--- config.mk ---
export PLATFORM = sky130hd
export DESIGN_NAME = vga_sync_decoder
export DESIGN_NICKNAME = d
export VERILOG_FILES = /design/src/rtl/vga_sync_decoder.sv
export SDC_FILE = /design/constraint.sdc
export NUM_CORES = 1
export LEC_CHECK = 0
export ABC_AREA = 1
export CELL_PAD_IN_SITES_DETAIL_PLACEMENT = 1
export CELL_PAD_IN_SITES_GLOBAL_PLACEMENT = 2
export CORE_MARGIN = 2
export CORE_UTILIZATION = 33
export CTS_CLUSTER_SIZE = 40
export DETAILED_ROUTE_END_ITERATION = 8
export PLACE_DENSITY_LB_ADDON = 0.1
export SETUP_SLACK_MARGIN = 0.5
export SLEW_MARGIN = 10
export SYNTH_ARGS = -nofsm -noshare
export SYNTH_HDL_FRONTEND = slang
export SYNTH_SLANG_ARGS = --single-unit
--- constraint.sdc ---
create_clock -name clk -period 7.4 [get_ports clk]
set_clock_uncertainty 0.2 [all_clocks]
set_input_delay 2.22 -clock clk [delete_from_list [all_inputs] [get_ports clk]]
set_output_delay 2.22 -clock clk [all_outputs]
set_load 0.02 [all_outputs]
--- src/rtl/vga_sync_decoder.sv ---
// vga_sync_decoder
//   Receive-side decoder for 640x480-style VGA timing. It samples the sync
//   lines and the pixel bus on the pixel clock, recovers active-area
//   coordinates and re-emits valid pixels with their position two clocks
//   after they enter. It also measures the line period and the lines per
//   frame, flags out-of-range timing, and tracks lock.
//
// Ports
//   clk          pixel clock
//   rst          synchronous reset, active low
//   Hsync_n      horizontal sync, active low
//   Vsync_n      vertical sync, active low
//   pixelIn      12-bit RGB sample
//   pixelOut     recovered pixel, 0 when not valid
//   pixel_valid  pixelOut/posX/posY carry an active pixel
//   posX, posY   active coordinates, 0 when not valid
//   line_start   pulse with the x=0 pixel
//   frame_start  pulse with the x=0, y=0 pixel
//   locked       timing stable
//   h_err        pulse on a bad line period or watchdog expiry
//   v_err        pulse on a bad frame line count
//   line_len     last measured line period in clocks
//   frame_lines  last measured lines per frame
module vga_sync_decoder #(
  parameter int SCREEN_X    = 640,
  parameter int SCREEN_Y    = 480,
  parameter int H_BACK      = 48,
  parameter int V_BACK      = 33,
  parameter int H_MIN       = 795,
  parameter int H_MAX       = 805,
  parameter int V_MIN       = 520,
  parameter int V_MAX       = 530,
  parameter int LOCK_FRAMES = 2
) (
  input  logic        clk,
  input  logic        rst,
  input  logic        Hsync_n,
  input  logic        Vsync_n,
  input  logic [11:0] pixelIn,
  output logic [11:0] pixelOut,
  output logic        pixel_valid,
  output logic [9:0]  posX,
  output logic [8:0]  posY,
  output logic        line_start,
  output logic        frame_start,
  output logic        locked,
  output logic        h_err,
  output logic        v_err,
  output logic [10:0] line_len,
  output logic [9:0]  frame_lines
);

  localparam logic [10:0] X_LO      = 11'(H_BACK);
  localparam logic [10:0] X_HI      = 11'(H_BACK + SCREEN_X);
  localparam logic [9:0]  Y_LO      = 10'(V_BACK);
  localparam logic [9:0]  Y_HI      = 10'(V_BACK + SCREEN_Y);
  localparam logic [10:0] LEN_MIN   = 11'(H_MIN);
  localparam logic [10:0] LEN_MAX   = 11'(H_MAX);
  localparam logic [10:0] WD_LIMIT  = 11'(H_MAX + 1);
  localparam logic [9:0]  LINES_MIN = 10'(V_MIN);
  localparam logic [9:0]  LINES_MAX = 10'(V_MAX);
  localparam int          GW        = $clog2(LOCK_FRAMES + 1);
  localparam logic [GW-1:0] GOOD_TARGET = GW'(LOCK_FRAMES);

  typedef enum logic [1:0] {
    UNLOCKED,
    ACQUIRE,
    LOCKED
  } lockState_t;

  function automatic logic [10:0] satInc11(input logic [10:0] v);
    return (v == 11'h7FF) ? v : v + 11'd1;
  endfunction

  function automatic logic [9:0] satInc10(input logic [9:0] v);
    return (v == 10'h3FF) ? v : v + 10'd1;
  endfunction

  // Stage 1: input sample registers
  logic        hs_p1, vs_p1;
  logic [11:0] pix_p1;
  // Stage 2: previous sync levels for edge detection
  logic        hs_p2, vs_p2;

  // Timing state aligned with the stage-1 sample
  logic [10:0] hcnt;
  logic [9:0]  vcnt;
  logic        hSeen, vSeen, wdTrip;

  // Stage-2 output registers
  logic        vld_p2;
  logic [11:0] pix_p2;
  logic [9:0]  posX_p2;
  logic [8:0]  posY_p2;
  logic        lineStart_p2, frameStart_p2;

  lockState_t  state, stateNext;
  logic [GW-1:0] goodCnt, goodCntNext;
  logic        frameBad, frameBadNext;

  logic        hRise, vRise;
  logic [10:0] hcntNext, linePeriod;
  logic [9:0]  vcntNext;
  logic        lineBad, wdFire, hErrNow, vErrNow, wdBlock, activeNow;
  logic [9:0]  xNext;
  logic [8:0]  yNext;

  always_comb begin
    hRise      = hs_p1 & ~hs_p2;
    vRise      = vs_p1 & ~vs_p2;
    hcntNext   = hRise ? 11'd0 : satInc11(hcnt);
    vcntNext   = vRise ? 10'd0 : (hRise ? satInc10(vcnt) : vcnt);
    linePeriod = satInc11(hcnt);
    // The first rise after reset only anchors the counters; nothing to measure yet.
    lineBad    = hRise & hSeen & ((linePeriod < LEN_MIN) | (linePeriod > LEN_MAX));
    wdFire     = hSeen & ~hRise & ~wdTrip & (hcntNext == WD_LIMIT);
    hErrNow    = lineBad | wdFire;
    vErrNow    = vRise & vSeen & ((vcnt < LINES_MIN) | (vcnt > LINES_MAX));
    // A tripped watchdog blanks the picture until horizontal sync comes back.
    wdBlock    = (wdTrip & ~hRise) | wdFire;
    activeNow  = (hSeen | hRise) & (vSeen | vRise) & ~wdBlock &
                 (hcntNext >= X_LO) & (hcntNext < X_HI) &
                 (vcntNext >= Y_LO) & (vcntNext < Y_HI);
    xNext      = 10'(hcntNext - X_LO);
    yNext      = 9'(vcntNext - Y_LO);
  end

  // Lock tracking: a frame only counts toward lock if it closed with no error.
  always_comb begin
    stateNext    = state;
    goodCntNext  = goodCnt;
    frameBadNext = frameBad;
    if (vRise) begin
      frameBadNext = 1'b0;
    end else if (hErrNow) begin
      frameBadNext = 1'b1;
    end
    case (state)
      UNLOCKED: begin
        if (vRise) begin
          stateNext   = ACQUIRE;
          goodCntNext = '0;
        end
      end
      ACQUIRE: begin
        if (hErrNow | vErrNow) begin
          goodCntNext = '0;
        end else if (vRise & ~frameBad) begin
          goodCntNext = goodCnt + GW'(1);
          if (goodCnt + GW'(1) == GOOD_TARGET) begin
            stateNext = LOCKED;
          end
        end
      end
      LOCKED: begin
        if (hErrNow | vErrNow) begin
          stateNext   = ACQUIRE;
          goodCntNext = '0;
        end
      end
      default: begin
        stateNext   = UNLOCKED;
        goodCntNext = '0;
      end
    endcase
  end

  // Stage 1: data sample (no reset on the pixel path)
  always_ff @(posedge clk) begin
    pix_p1 <= pixelIn;
  end

  // Stage 1/2: sync history and timing state. Sync history resets to the
  // idle (high) level so a reset in the middle of a line does not fake an edge.
  always_ff @(posedge clk) begin
    if (!rst) begin
      hs_p1    <= 1'b1;
      vs_p1    <= 1'b1;
      hs_p2    <= 1'b1;
      vs_p2    <= 1'b1;
      hcnt     <= '0;
      vcnt     <= '0;
      hSeen    <= 1'b0;
      vSeen    <= 1'b0;
      wdTrip   <= 1'b0;
      state    <= UNLOCKED;
      goodCnt  <= '0;
      frameBad <= 1'b0;
    end else begin
      hs_p1    <= Hsync_n;
      vs_p1    <= Vsync_n;
      hs_p2    <= hs_p1;
      vs_p2    <= vs_p1;
      hcnt     <= hcntNext;
      vcnt     <= vcntNext;
      hSeen    <= hSeen | hRise;
      vSeen    <= vSeen | vRise;
      wdTrip   <= hRise ? 1'b0 : (wdTrip | wdFire);
      state    <= stateNext;
      goodCnt  <= goodCntNext;
      frameBad <= frameBadNext;
    end
  end

  // Stage 2: registered outputs
  always_ff @(posedge clk) begin
    if (!rst) begin
      vld_p2        <= 1'b0;
      pix_p2        <= '0;
      posX_p2       <= '0;
      posY_p2       <= '0;
      lineStart_p2  <= 1'b0;
      frameStart_p2 <= 1'b0;
      locked        <= 1'b0;
      h_err         <= 1'b0;
      v_err         <= 1'b0;
      line_len      <= '0;
      frame_lines   <= '0;
    end else begin
      vld_p2        <= activeNow;
      pix_p2        <= activeNow ? pix_p1 : 12'd0;
      posX_p2       <= activeNow ? xNext : 10'd0;
      posY_p2       <= activeNow ? yNext : 9'd0;
      lineStart_p2  <= activeNow & (xNext == 10'd0);
      frameStart_p2 <= activeNow & (xNext == 10'd0) & (yNext == 9'd0);
      locked        <= (stateNext == LOCKED);
      h_err         <= hErrNow;
      v_err         <= vErrNow;
      if (hRise & hSeen) begin
        line_len <= linePeriod;
      end
      if (vRise & vSeen) begin
        frame_lines <= vcnt;
      end
    end
  end

  assign pixel_valid = vld_p2;
  assign pixelOut    = pix_p2;
  assign posX        = posX_p2;
  assign posY        = posY_p2;
  assign line_start  = lineStart_p2;
  assign frame_start = frameStart_p2;

endmodule

; ---- Word-level counts from Yosys, hierarchy flattened
; Cells that the tools add are included.
[classes]
add_sub_neg = 5
muxes = 16
n_shift = 0
bitwise_logic = 34
n_mul = 0
reduce_logical = 7
div = 0
n_lt_le_gt_ge = 8
n_eq_ne = 10
[op_table]
columns = cell, count
row1 = $mux 10, 3
row2 = $lt 11x10->1 const B, 2
row3 = $mux 11, 2
row4 = $lt 10x10->1 const B, 2
row5 = $and 1x1->1, 19
row6 = $mux 2, 9
row7 = $pmux 2 s3, 2
row8 = $add 11x1->11 const B, 1
row9 = $eq 11x10->1 const B, 1
row10 = $eq 11x11->1 const B, 1
row11 = $ge 11x6->1 const B, 1
row12 = $gt 11x10->1 const B, 1
row13 = $add 10x1->10 const B, 1
row14 = $eq 10x10->1 const B, 1
row15 = $ge 10x6->1 const B, 1
row16 = $gt 10x10->1 const B, 1
row17 = $logic_not 10->1, 1
row18 = $sub 10x6->10 const B, 1
row19 = $logic_not 9->1, 1
row20 = $sub 9x6->9 const B, 1
row21 = $or 1x1->1, 8
row22 = $not 1->1, 7
row23 = $eq 2x2->1 const B, 3
row24 = $ne 2x2->1 const B, 2
row25 = 7 further kinds, 8
[totals]
ramBits = 0
romBits = 0
regBits = 103
out_inout_bits = 58
n_memories = 0
latchBits = 0
word_cells = 104
inputBits = 16

; ---- Depth between registers and ports, before layout
[logic_depth]
ltp_word = 15
mapped_depth = 21
ltp_nobuf = 21

; ---- Worst setup path after synthesis
; OpenSTA, ideal clock, no wires.
[synth_path]
path_type = input to register
start = input port rst
end = register hcnt[0]
n_path_buf = 2
arrival_time_ns = 2.891
setup_ns = 0.128
required_ns = 7.072
path_stages = 4
path_slack_ns = 4.182
cell_sequence = inv_1 -> clkbuf_1 -> clkbuf_1 -> nor2_1
[synth_rtl]
columns = item, line_no
row1 = "start, declared", 36  ; input logic rst,
row2 = "end signal, assigned", 194  ; hcnt <= hcntNext;
row3 = "end, declared", 86  ; logic [10:0] hcnt;
; No word-level cell between the ends.

; ---- Worst setup path after layout
[layout_path]
start = input port rst
end = register posY_p2[8], in the netlist posY[8]
[layout_between]
elab_chain_cells = 1
[layout_rtl]
columns = item, line_no
row1 = $reduce_and 2->1 (no source line), -
row2 = "end signal, assigned", 223  ; posY_p2 <= activeNow ? yNext : 9'd0;
row3 = "end, declared", 94  ; logic [8:0] posY_p2;
; No other way between the ends.
; A chain may end at the register's enable or synchronous reset.

==> results.md <==
Floorplan:
- For this design the top-level I/O count stands at between 70 and 80.
- The width of the die is 121.6 µm.
- The vertical die dimension is 121.6 µm.
- The die covers 14,780 µm².
- In this run the core area contains 42 standard-cell rows.
- The placeable core region is 13,350 µm².
- For this configuration, the core starts out at a cell density of 0.3418.

GRT:
- The maximum number of pins on one net before global-route repair is 32.
- The via count of the first global-routing pass is 4,099.
- For this run the aggregate overflow at the end of global routing stands at 0.
- The global-route total usage across every layer is 0.1763.
- The first global-routing pass estimated around 20,000 µm of wire.
- The number of antenna violations at the first check in global routing came to 0.

Power and ir drop:
- The part of the power in the clock network is 0.458.
- The share of total power dissipated in combinational logic is 0.074.
- Summed over all cells, the static leakage comes to approximately 0.0026 µW.
- The power dissipated by switching net loads is roughly 290 µW.
- Of the total power, the share spent switching nets is 0.2339.
- Of the total power, registers draw 0.468.
- The total power density per cell area is between 200 and 250 nW/µm².
- The peak ir drop on the vdd network is ~120 µV.
- The internal power of the cells totals 939.4 µW.

Cells and area:
- The most common cell after layout, fill and taps aside is sky130_fd_sc_hd__nand2_1.
- The diode insertion count for antenna repair is 0.
- The fraction of final layout cells with drive strength greater than 1 is 0.09810.
- The top cell types in the final layout, fill and taps aside, are 130 x sky130_fd_sc_hd__nand2_1, 103 x sky130_fd_sc_hd__dfxtp_1, 89 x sky130_fd_sc_hd__inv_1, 89 x sky130_fd_sc_hd__nor2_1, 73 x sky130_fd_sc_hd__clkdlybuf4s50_1.
- The filler-free cell count of the finished design is between 800 and 900.
- Once layout is complete, the utilization of the core stands at 0.4322.
- The post-route standard cell area excluding fillers is 5769 µm².
- The count of nets after finishing is 702.
- The area added between synthesis and finish is 26.47%.

Clock tree:
- TritonCTS built the clock tree.
- The clock root buffer is sky130_fd_sc_hd__clkbuf_16.
- The post-cts resize count is 0.
- Clock tree synthesis inserted a total of 9 buffers.
- The clock tree synthesis step divided the H-tree into 3 levels.
- At the later pin of the worst-skew pair, clock insertion delay measures 350 ps.
- The tree built by TritonCTS fans out to about 100 sinks.
- The hold buffer count at cts is 0.
- After clock tree synthesis, the clock-pin slew on the worst setup and hold paths is ~70 ps.
- The longest clock path from root to sink contains 2 buffers.
- After clock tree synthesis, the setup repair step added 0 buffers.

Setup path:
- The family with the most delay on the worst path is buffers and inverters.
- The standard cell with the maximum stage delay on the critical path is sky130_fd_sc_hd__nand4_4.
- The worst path arrival time is between 4000 and 5000 ps.
- The worst setup path is captured at a flip-flop.
- Data on the critical path is required at its endpoint by roughly 7500 ps.
- The worst setup path is launched from an input pin.
- The peak fanout along the critical path is 31.
- The critical path is of the in2reg type.
- The signal on the critical path passes through clkdlybuf4s50_1, buf_4, inv_1, nor2_1, nand4_1, inv_1, nand4_4, a21oi_1.
- The most used cell along the critical path is sky130_fd_sc_hd__inv_1.
- The number of buffers and inverters on the critical path is 4.
- For this run, the slowest stage of the critical path takes roughly 490 ps.

Timing:
- The time the final worst path needs with I/O delays and setup is roughly 4600 ps.
- The count of final setup violators is 0.
- For the pin with the worst max-slew slack, the measured transition is about 940 ps.
- The hold violation total from the final report was 0.
- Based on the critical path, the design can be clocked at up to between 0.2 and 0.25 GHz.
- Setup repair after global routing left no endpoint under its margin.
- The max-slew violation count was 0.
- The final period utilization is 0.6245.
- The worst pin sits at a relative slew slack of 0.3741.
- Summed over all failing endpoints, the final setup total negative slack is 0 ps.

Yosys:
- The synthesized area divided by synthesized cell count is around 7.5 µm².
- The count of unique library cells instantiated by Yosys is 35.
- Of the synthesized area, sequential elements account for 0.4520.
- After synthesis, the share of flip-flops with an asynchronous set or reset is 0.
- In the synthesized netlist the dominant register cell turns out to be sky130_fd_sc_hd__dfxtp_1.
- The number of flip-flops and latches in the synthesized netlist is approximately 100.
- The cell area that synthesis handed to floorplanning was 4562 µm².
- The synthesized design contains 0 enable-type register cells.
- The count of yosys warnings during synthesis is 0.
- Counting every net in the synthesized netlist gives 634.
- The post-synthesis instance total is 610.

Detailed routing:
- The number of nets still failing antenna checks after routing is 0.
- In the routed design, unresolved DRC markers number 0.
- The routed layout has between 4,000 and 5,000 vias.
- The detail-routed net length per standard cell is approximately 14 µm.
- The detailed router's first-iteration violation count is between 150 and 200.
- The per-cell via count in the routed design is 4.668.
- The iteration count of the initial detailed-routing pass is 4.
- The routed wire length is ~12,000 µm.

Placed design:
- The number of cells after detailed placement is ~840.
- The number of port buffers is 73.
- The HPWL reported at the end of detailed placement is approximately 9000 µm.
- After detailed placement, the total cell area comes to around 5400 µm².
- The congestion estimate from routability-driven global placement came to 0.8390.

Worst hold path:
- The class of the tightest hold or removal check is reg2reg.

Run status:
- The flow ran to the end, and the final reports show no timing, DRC or antenna violations.

Run:
- The tool flagged a number of max-cap violations equal to 0.
==> cell usage after synthesis (4+ instances only) <==
cell type                  instances  area share
sky130_fd_sc_hd__xor2_1            9       0.017
sky130_fd_sc_hd__ha_1              8       0.022
sky130_fd_sc_hd__dfxtp_1         103        0.45
sky130_fd_sc_hd__nor3_1            6      0.0066
sky130_fd_sc_hd__nor2_4            4      0.0099
sky130_fd_sc_hd__nand4_1          10       0.014
sky130_fd_sc_hd__nand3_2           7       0.015
sky130_fd_sc_hd__nand2_2          10       0.014
sky130_fd_sc_hd__a21oi_2           4      0.0077
sky130_fd_sc_hd__buf_6             5       0.012
sky130_fd_sc_hd__nand3_1          46       0.050
sky130_fd_sc_hd__o21ai_0          15       0.016
sky130_fd_sc_hd__clkbuf_1          9      0.0074
sky130_fd_sc_hd__nor2_2           11       0.015
sky130_fd_sc_hd__o211ai_1          5      0.0082
sky130_fd_sc_hd__a21oi_1          24       0.026
sky130_fd_sc_hd__nor2_1           89       0.073
sky130_fd_sc_hd__nand2_1         130        0.11
sky130_fd_sc_hd__inv_1            89       0.073
==> power by group through the flow <==
stage	Combinational (µW)	Sequential [µW]	Clock [µW]
after floorplan	64.0	584	0
after global placement	89.6	586	0
after detailed placement	91.6	587	0
after CTS	92.6	574	579
after global routing	104	575	600
final	91.1	574	561
==> tightest hold or removal path: cells and delay by family (launching register included) <==
| kind | cells | cell delay, ps |
|---|---|---|
| flip-flops | 1 | 300 |
| AND/OR/NAND/NOR | 1 | 30 |
| buffers and inverters | 1 | 40 |
==> area by class of cell <==
type	instances	area [µm²]
inverters	93	350.3
fillers	1684	7579
well taps	176	220.2
flip-flops and latches	103	2062
multi-input cells	396	2037
repair buffers	75	745.7
clock buffers	10	239.0
clock inverters	6	115.1
==> final timing paths <==
kind                     start                     end  slack (ps)  depth (start not counted)
max                        rst      posY[8]$_SDFF_PN0_        2780                          8
max reg2reg   vs_p1$_SDFF_PN1_      posY[8]$_SDFF_PN0_        3800                         11
min          pix_p1[1]$_DFF_P_  pixelOut[1]$_SDFF_PN0_         210                          2
min reg2reg  pix_p1[1]$_DFF_P_  pixelOut[1]$_SDFF_PN0_         210                          2
==> per-stage QoR <==
stage	total power, µW	worst slack (ps)	hold slack, ps
final	1226	2779	212.3
after global routing	1279	2454	238.1
after CTS	1246	2696	213.9
after detailed placement	678.5	2332	206.8
after global placement	676.0	2470	194.3
after floorplan	647.9	4182	193.6
==> sequential cells by signal, indices dropped and copies added (netlist names), 2 cells and up <==
| name | cells |
|---|---|
| frame_lines | 10 |
| goodCnt | 2 |
| hcnt | 11 |
| line_len | 11 |
| pix_p1 | 12 |
| pixelOut | 12 |
| posX | 10 |
| posY | 9 |
| state | 2 |
| vcnt | 10 |
==> cells by family after synthesis <==
kind of cell / share of synthesized area
simple gates: 0.3349
compound gates: 0.06857
flops: 0.4520
xor+xnor: 0.02112
fa+ha+maj: 0.02194
buf+inv: 0.1015
==> layer usage <==
layer,track usage,part of all wire,up-vias
met5,0,0,-
met4,0.05532,0.016,0
li1,-,-,2035
met3,0.03558,0.032,12
met2,0.2791,0.45,67
met1,0.2423,0.50,1896
Power figures use the tool's default switching activity.
